`src/rtl/audio_rx_pkg.sv`:
```
// audio_rx_pkg: shared types and constants for the I2S ADC receiver.
//   rx_state_e     receiver framing state
//   SampleWDefault default output sample width
//   SlotWDefault   default bits per channel slot
//   ErrCntW        width of the optional framing-error counter
package audio_rx_pkg;

  typedef enum logic [1:0] {
    StWaitSync = 2'd0,
    StFirst    = 2'd1,
    StRun      = 2'd2
  } rx_state_e;

  localparam int unsigned SampleWDefault = 16;
  localparam int unsigned SlotWDefault   = 32;
  localparam int unsigned ErrCntW        = 8;

endpackage

```
`src/rtl/audio_i2s_rx_if.sv`:
```
// audio_i2s_rx_if: PCM output bundle from the I2S receiver to the mixer.
//   sample_l / sample_r  last complete left/right samples (MSB aligned)
//   sample_valid         one-cycle strobe when both samples update
//   locked               receiver has framed a good L/R pair
//   err_count            framing-error count (only with AUDIO_I2S_RX_ERRCNT_EN)
// master: driven by the receiver; slave: consumer side.
interface audio_i2s_rx_if
  import audio_rx_pkg::*;
#(
  parameter int unsigned SAMPLE_W = SampleWDefault
);

  logic [SAMPLE_W-1:0] sample_l;
  logic [SAMPLE_W-1:0] sample_r;
  logic                sample_valid;
  logic                locked;
`ifdef AUDIO_I2S_RX_ERRCNT_EN
  logic [ErrCntW-1:0]  err_count;

  modport master (output sample_l, output sample_r, output sample_valid, output locked,
                  output err_count);
  modport slave  (input sample_l, input sample_r, input sample_valid, input locked,
                  input err_count);
`else
  modport master (output sample_l, output sample_r, output sample_valid, output locked);
  modport slave  (input sample_l, input sample_r, input sample_valid, input locked);
`endif

endinterface

```
`src/rtl/audio_sync_edge.sv`:
```
// audio_sync_edge: N-stage synchroniser for an asynchronous input plus a
// rising-edge detector on the synchronised value.
//   clk_i   sampling clock
//   rst_ni  asynchronous active-low reset
//   d_i     asynchronous input
//   rise_o  one-cycle strobe on a synchronised 0->1 transition
module audio_sync_edge #(
  parameter int unsigned Stages = 2
) (
  input  logic clk_i,
  input  logic rst_ni,
  input  logic d_i,
  output logic rise_o
);

  logic [Stages-1:0] sync_q, sync_d;
  logic              dly_q, dly_d;

  always_comb begin
    sync_d = {sync_q[Stages-2:0], d_i};
    dly_d  = sync_q[Stages-1];
  end

  always_ff @(posedge clk_i or negedge rst_ni) begin
    if (!rst_ni) begin
      sync_q <= '0;
      dly_q  <= 1'b0;
    end else begin
      sync_q <= sync_d;
      dly_q  <= dly_d;
    end
  end

  assign rise_o = sync_q[Stages-1] & ~dly_q;

endmodule

```
`src/rtl/audio_i2s_rx.sv`:
```
// audio_i2s_rx: I2S ADC receiver running in the clk_74a domain. bclk, lrck and
// adc are oversampled through matched synchronisers; data is taken on bclk
// rising edges, framed by LRCK changes, and delivered as MSB-aligned L/R pairs.
//   clk_74a       core clock (must be >= 4x bclk)
//   reset_l_main  asynchronous active-low reset
//   i2s_bclk      serial bit clock (asynchronous)
//   i2s_lrck      word select, 0 = left, 1 = right
//   i2s_adc       serial data, MSB first, one-bit I2S delay
//   pcm           audio_i2s_rx_if master: samples, valid strobe, locked
// Optional: define AUDIO_I2S_RX_ERRCNT_EN to add the saturating err_count output.
module audio_i2s_rx
  import audio_rx_pkg::*;
#(
  parameter int unsigned SAMPLE_W    = SampleWDefault,
  parameter int unsigned SLOT_W      = SlotWDefault,
  parameter int unsigned SYNC_STAGES = 2
) (
  input  logic            clk_74a,
  input  logic            reset_l_main,
  input  logic            i2s_bclk,
  input  logic            i2s_lrck,
  input  logic            i2s_adc,
  audio_i2s_rx_if.master  pcm
);

  localparam int unsigned CntW = $clog2(SLOT_W + 1);
  localparam logic [CntW-1:0] SlotMax = CntW'(SLOT_W);

  // Input conditioning; lrck/adc chains match the bclk depth so all stay aligned.
  logic rise;
  logic [SYNC_STAGES-1:0] lr_sync_q, lr_sync_d, ad_sync_q, ad_sync_d;
  logic lr, d, chg;

  audio_sync_edge #(
    .Stages (SYNC_STAGES)
  ) u_bclk_sync (
    .clk_i  (clk_74a),
    .rst_ni (reset_l_main),
    .d_i    (i2s_bclk),
    .rise_o (rise)
  );

  always_comb begin
    lr_sync_d = {lr_sync_q[SYNC_STAGES-2:0], i2s_lrck};
    ad_sync_d = {ad_sync_q[SYNC_STAGES-2:0], i2s_adc};
  end

  assign lr = lr_sync_q[SYNC_STAGES-1];
  assign d  = ad_sync_q[SYNC_STAGES-1];

  // Framing state and datapath registers.
  rx_state_e           state_q, state_d;
  logic                lr_prev_q, lr_prev_d;
  logic [CntW-1:0]     bit_cnt_q, bit_cnt_d;
  logic [SAMPLE_W-1:0] shreg_q, shreg_d, shreg_w;
  logic [SAMPLE_W-1:0] left_hold_q, left_hold_d;
  logic                left_ok_q, left_ok_d;
  logic [SAMPLE_W-1:0] sample_l_q, sample_l_d, sample_r_q, sample_r_d;
  logic                valid_q, valid_d, locked_q, locked_d;
  logic                slot_good;
`ifdef AUDIO_I2S_RX_ERRCNT_EN
  logic [ErrCntW-1:0]  err_cnt_q, err_cnt_d;
`endif

  assign chg       = lr ^ lr_prev_q;
  assign slot_good = (bit_cnt_q == SlotMax - CntW'(1));

  // State register.
  always_ff @(posedge clk_74a or negedge reset_l_main) begin
    if (!reset_l_main) begin
      state_q <= StWaitSync;
    end else begin
      state_q <= state_d;
    end
  end

  // Next-state logic: each LRCK change advances alignment until RUN.
  always_comb begin
    state_d = state_q;
    if (rise && chg) begin
      unique case (state_q)
        StWaitSync: state_d = StFirst;
        StFirst:    state_d = StRun;
        StRun:      state_d = StRun;
        default:    state_d = StWaitSync;
      endcase
    end
  end

  // Datapath and registered-output next values.
  always_comb begin
    lr_prev_d   = lr_prev_q;
    bit_cnt_d   = bit_cnt_q;
    shreg_d     = shreg_q;
    left_hold_d = left_hold_q;
    left_ok_d   = left_ok_q;
    sample_l_d  = sample_l_q;
    sample_r_d  = sample_r_q;
    valid_d     = 1'b0;
    locked_d    = locked_q;
`ifdef AUDIO_I2S_RX_ERRCNT_EN
    err_cnt_d   = err_cnt_q;
`endif

    // Shift register with the current bit placed; bits past SAMPLE_W are dropped.
    shreg_w = shreg_q;
    for (int unsigned i = 0; i < SAMPLE_W; i++) begin
      if (32'(bit_cnt_q) == SAMPLE_W - 1 - i) shreg_w[i] = d;
    end

    if (rise) begin
      lr_prev_d = lr;
      if (state_q == StWaitSync) begin
        if (chg) begin
          bit_cnt_d = '0;
          shreg_d   = '0;
        end
      end else if (!chg) begin
        shreg_d = shreg_w;
        if (bit_cnt_q != SlotMax) bit_cnt_d = bit_cnt_q + CntW'(1);
      end else begin
        // The bit on an LRCK change closes the outgoing slot.
        shreg_d   = '0;
        bit_cnt_d = '0;
        if (state_q == StRun) begin
          if (!slot_good) begin
            locked_d  = 1'b0;
            left_ok_d = 1'b0;
`ifdef AUDIO_I2S_RX_ERRCNT_EN
            if (err_cnt_q != '1) err_cnt_d = err_cnt_q + ErrCntW'(1);
`endif
          end else if (!lr_prev_q) begin
            left_hold_d = shreg_w;
            left_ok_d   = 1'b1;
          end else if (left_ok_q) begin
            sample_l_d = left_hold_q;
            sample_r_d = shreg_w;
            valid_d    = 1'b1;
            locked_d   = 1'b1;
            left_ok_d  = 1'b0;
          end
        end
      end
    end
  end

  always_ff @(posedge clk_74a or negedge reset_l_main) begin
    if (!reset_l_main) begin
      lr_sync_q   <= '0;
      ad_sync_q   <= '0;
      lr_prev_q   <= 1'b0;
      bit_cnt_q   <= '0;
      shreg_q     <= '0;
      left_hold_q <= '0;
      left_ok_q   <= 1'b0;
      sample_l_q  <= '0;
      sample_r_q  <= '0;
      valid_q     <= 1'b0;
      locked_q    <= 1'b0;
`ifdef AUDIO_I2S_RX_ERRCNT_EN
      err_cnt_q   <= '0;
`endif
    end else begin
      lr_sync_q   <= lr_sync_d;
      ad_sync_q   <= ad_sync_d;
      lr_prev_q   <= lr_prev_d;
      bit_cnt_q   <= bit_cnt_d;
      shreg_q     <= shreg_d;
      left_hold_q <= left_hold_d;
      left_ok_q   <= left_ok_d;
      sample_l_q  <= sample_l_d;
      sample_r_q  <= sample_r_d;
      valid_q     <= valid_d;
      locked_q    <= locked_d;
`ifdef AUDIO_I2S_RX_ERRCNT_EN
      err_cnt_q   <= err_cnt_d;
`endif
    end
  end

  assign pcm.sample_l     = sample_l_q;
  assign pcm.sample_r     = sample_r_q;
  assign pcm.sample_valid = valid_q;
  assign pcm.locked       = locked_q;
`ifdef AUDIO_I2S_RX_ERRCNT_EN
  assign pcm.err_count    = err_cnt_q;
`endif

endmodule

```
`src/flat_wrapper.sv`:
```
// flat-port wrapper written by rule: the top's interface ports become plain ports
module audio_i2s_rx_flat import audio_rx_pkg::*;
#(
  parameter int unsigned SAMPLE_W    = SampleWDefault,
  parameter int unsigned SLOT_W      = SlotWDefault,
  parameter int unsigned SYNC_STAGES = 2
)
  (clk_74a, reset_l_main, i2s_bclk, i2s_lrck, i2s_adc, pcm_sample_l, pcm_sample_r, pcm_sample_valid, pcm_locked);
  audio_i2s_rx_if #(.SAMPLE_W(SAMPLE_W)) pcm_i ();
  input  logic clk_74a;
  input  logic reset_l_main;
  input  logic i2s_bclk;
  input  logic i2s_lrck;
  input  logic i2s_adc;
  output wire logic [$bits(pcm_i.sample_l)-1:0] pcm_sample_l;
  output wire logic [$bits(pcm_i.sample_r)-1:0] pcm_sample_r;
  output wire logic [$bits(pcm_i.sample_valid)-1:0] pcm_sample_valid;
  output wire logic [$bits(pcm_i.locked)-1:0] pcm_locked;
  assign pcm_sample_l = pcm_i.sample_l;
  assign pcm_sample_r = pcm_i.sample_r;
  assign pcm_sample_valid = pcm_i.sample_valid;
  assign pcm_locked = pcm_i.locked;
  audio_i2s_rx #(.SAMPLE_W(SAMPLE_W), .SLOT_W(SLOT_W), .SYNC_STAGES(SYNC_STAGES)) u_core (.clk_74a(clk_74a), .reset_l_main(reset_l_main), .i2s_bclk(i2s_bclk), .i2s_lrck(i2s_lrck), .i2s_adc(i2s_adc), .pcm(pcm_i));
endmodule
```
`config.mk`:
```
export PLATFORM = sky130hd
export DESIGN_NAME = audio_i2s_rx_flat
export DESIGN_NICKNAME = d
export VERILOG_FILES = /design/src/rtl/audio_rx_pkg.sv /design/src/rtl/audio_i2s_rx_if.sv /design/src/rtl/audio_sync_edge.sv /design/src/rtl/audio_i2s_rx.sv /design/src/flat_wrapper.sv
export SDC_FILE = /design/constraint.sdc
export NUM_CORES = 1
export LEC_CHECK = 0
export BUFFER_PORTS_ARGS = -buffer_cell sky130_fd_sc_hd__buf_4
export CAP_MARGIN = 20
export CELL_PAD_IN_SITES_DETAIL_PLACEMENT = 1
export CELL_PAD_IN_SITES_GLOBAL_PLACEMENT = 2
export CORE_ASPECT_RATIO = 1.25
export CORE_MARGIN = 1
export CORE_UTILIZATION = 40
export DETAILED_ROUTE_END_ITERATION = 6
export PLACE_DENSITY_LB_ADDON = 0.1
export SETUP_SLACK_MARGIN = 0.1
export SYNTH_ARGS = -nofsm -noshare
export SYNTH_HDL_FRONTEND = slang
export SYNTH_HIERARCHICAL = 1
export SYNTH_SLANG_ARGS = --single-unit
```
`constraint.sdc`:
```
create_clock -name clk_74a -period 2.5 [get_ports clk_74a]
set_input_delay 0.375 -clock clk_74a [delete_from_list [all_inputs] [get_ports clk_74a]]
set_output_delay 0.375 -clock clk_74a [all_outputs]
set_load 0.03 [all_outputs]
```
==> summary.md <==
| Metric | Value |
|---|---|
| Fin. Hold Viols | `0` |
| Most frequent cells in the layout | `dfrtp_1 (83), mux2_2 (57), buf_4 (43)` |
| Period utilisation layout | `85.9%` |
| Worst setup EP type | `register` |
| Ant diodes | `0` |
| DRT antenna net count | `0` |
| Clk buf depth | `2` |
| Max Freq | `0.466 GHz` |
| Clk sinks | `83` |
| Final nets | `347` |
| Final GP Congestion | `0.749` |
| Starting Density | `41.3%` |
| CTS tree | `done` |
| Core area | `0.00913 mm^2` |
| Die ar. | `0.00981 mm^2` |
| Hold WS | `0.0387 ns` |
| Die height | `110 um` |
| DR DRC count | `0` |
| Clk_lat worst skew | `0.34 ns` |
| TritonCTS Buffers | `9` |
| Most used cell, CP | `o21ai_0` |
| Most common cell after layout, fill and taps aside | `dfrtp_1` |
| Post-synthesis cell area | `0.00376 mm^2` |
| Hold Buf Count CTS | `0` |
| # setup viols final | `0` |
| Via density | `5.12` |
| Status | `finished, final reports clean` |
| Worst rel slew slack | `60.5%` |
| Syn_area_per_cell | `12.9 um^2` |
| Post-synth cell types | `38` |
| Register area | `0.00208 mm^2` |
| Post-DP Area | `0.00418 mm^2` |
| Area of the multi-input gates | `0.00154 mm^2` |
| Io pins | `39` |
| Post-CTS sizing | `0` |
| Startpoint types | `register` |
| Die X | `88.8 um` |
| H-tree lvl count | `3` |
| Final instance area | `0.00452 mm^2` |
| Vias | `2366` |
| IO Port Bufs | `38` |
| Clock Skew | `0.00415 ns` |
| CTS Root Cell | `clkbuf_16` |
| Max FO, Critical Path | `7` |
| First-pass GRT wire length | `13.9 mm` |
| Slew Viols, Final | `0` |
| First-iteration detailed-routing DRC count | `55` |
| CP max stage cell | `or4bb_2` |
| Tightest Pin Transition | `0.592 ns` |
| Crit path cell chain | `ha_1 > or4bb_2 > o21ai_0 > o21ai_0 > o31ai_1` |
| Yosys reg bits | `83` |
| Setup tns final | `0 ns` |
| Clock edge transition at the registers on the reported setup and hold paths | `0.06 ns` |
| GRT overflow | `0` |
| Tmin final | `2.15 ns` |
| Routed len/inst | `17.3 um` |
| Worst min-delay path category | `input port to async pin` |
| Post-CTS Setup Bufs | `0` |
| Initial antenna violation count | `0` |
| Post-Route WL | `7.99 mm` |
| GRT Util Overall | `18.8%` |
| Row Count | `39` |
| Worst Path Arrival | `2.40 ns` |
| VDD IR-drop max | `0.410 mV` |
| CP Data Required Time | `2.75 ns` |
| DRT Pass-1 Iters | `4` |
| Largest net degree at the start of global routing | `45` |
| Max Cap Viol | `0` |
| Power Density | `773 mW/mm^2` |
| RSZ-0062 raised after global routing | `no` |
| Max incr delay on CP | `0.67 ns` |
| Syn Nets | `303` |
| Number of fillers in the final layout | `954` |
| Share of post-route cells with drive strength above 1 | `40.7%` |
| Syn Inst Count | `291` |
| Kind of critical path | `register to register` |
| Layout area overhead | `20.2%` |
| Synth Warn # | `6` |
| Leak | `2.27 nW` |
| DPL Wire Length | `5.17 mm` |
| Number of global-route vias before repair | `2708` |
| Sequential area share after synthesis | `55.2%` |
-- per-stage QoR --
stage,util [%],power [mW],worst slack [ns],std cells
final,49.6,3.50,0.354,462
after global routing,49.6,3.68,0.212,462
after CTS,49.6,3.55,0.346,462
after detailed placement,45.8,2.00,0.346,447
after global placement,45.8,2.00,0.393,447
after floorplan,-,1.82,0.435,291
-- registers in the layout (all words and copies together) (netlist names) --
| register | cells |
|---|---|
| u_core/shreg_q | 16 |
| u_core/left_ok_q | 1 |
| u_core/state_q | 2 |
| u_core/pcm.sample_r | 16 |
| u_core/pcm.sample_l | 16 |
| u_core/lr_sync_q | 2 |
| u_core/bit_cnt_q | 6 |
| u_core/u_bclk_sync/dly_q | 1 |
| u_core/ad_sync_q | 2 |
| u_core/pcm.sample_valid | 1 |
| u_core/u_bclk_sync/sync_q | 2 |
| u_core/lr_prev_q | 1 |
| u_core/left_hold_q | 16 |
| u_core/pcm.locked | 1 |
-- kinds of logic (layout without fill, tap and decap cells) --
group	Yosys count	in the layout	share of synthesized area (%)
flip-flops	83	83	55.2
XOR/XNOR	3	3	0.698
AO/OA/AOI/OAI	58	58	8.34
multiplexers	66	66	20.6
adder cells (fa/ha/maj)	7	7	2.33
AND/OR/NAND/NOR	53	53	8.87
buffers and inverters	21	69	3.95
-- critical path, delay by kind of cell (launching register included) --
| kind | cells | cell delay [ns] |
|---|---|---|
| simple gates | 1 | 0.67 |
| flops | 1 | 0.44 |
| fa+ha+maj | 1 | 0.42 |
| compound gates | 3 | 0.52 |
-- per-layer routing --
| layer | wire [um] | track usage [%] | vias to the layer above |
|---|---|---|---|
| met3 | 194 | 3.59 | 11 |
| met1 | 3640 | 25.0 | 1217 |
| met4 | 149 | 7.74 | 0 |
| met2 | 4000 | 29.8 | 28 |
| li1 | - | - | 1110 |
| met5 | 0 | 0 | - |
-- power by group --
group / total (mW) / switching [mW] / leakage [nW] / internal (mW)
logic: 0.511 / 0.311 / 0.968 / 0.200
registers: 1.46 / 0.0649 / 1.14 / 1.40
clock network: 1.52 / 0.523 / 0.166 / 1.00
-- cell usage after synthesis --
master | count | area, um^2
dfrtp_1 | 83 | 2080
mux2_2 | 57 | 642
o21ai_0 | 32 | 160
nand2_1 | 20 | 75.1
a21oi_1 | 16 | 80.1
mux2_4 | 9 | 135
inv_1 | 8 | 30.0
nor2_1 | 8 | 30.0
ha_1 | 7 | 87.6
buf_6 | 5 | 56.3
clkbuf_1 | 4 | 15.0
nor2b_1 | 4 | 25.0
nand3_1 | 3 | 15.0
nand4_1 | 3 | 18.8
nor3b_2 | 3 | 37.5
xor2_1 | 3 | 26.3
a31oi_1 | 2 | 12.5
nor3_1 | 2 | 10.0
nor3_4 | 2 | 32.5
o22ai_1 | 2 | 12.5
a21boi_0 | 1 | 7.51
a21o_2 | 1 | 8.76
a22o_1 | 1 | 8.76
a41oi_1 | 1 | 8.76
and2_4 | 1 | 8.76
buf_12 | 1 | 20.0
buf_2 | 1 | 5.00
buf_4 | 1 | 7.51
buf_8 | 1 | 15.0
nand2b_1 | 1 | 6.26
nand3b_1 | 1 | 7.51
nand3b_2 | 1 | 11.3
nand4b_4 | 1 | 23.8
nor2b_4 | 1 | 13.8
o211ai_1 | 1 | 7.51
o31ai_1 | 1 | 7.51
or2_2 | 1 | 6.26
or4bb_2 | 1 | 12.5
-- final timing paths --
path                                     start  depth (start not counted)  slack, ns                           end
setup / recovery              u_core/lr_prev_q                          5       0.35           u_core/bit_cnt_q[5]
hold / removal                    reset_l_main                          1       0.04  u_core/u_bclk_sync/sync_q[0]
setup reg to reg              u_core/lr_prev_q                          5       0.35           u_core/bit_cnt_q[5]
hold reg to reg            u_core/ad_sync_q[0]                          0       0.35           u_core/ad_sync_q[1]
max in group asynchronous         reset_l_main                          2       1.82       u_core/pcm.sample_r[14]
min in group clk_74a                  i2s_lrck                          1       0.14           u_core/lr_sync_q[0]
-- layout make-up --
cell class	instances	share of cell area, %
Clock inverter	4	2.18
Sequential cell	83	45.9
Tap cell	123	3.40
Timing Repair Buffer	46	8.46
Inverter	8	0.664
Clock buffer	11	5.37
Multi-Input combinational cell	187	34.0
No activity file was read; power rests on OpenSTA's default activity.
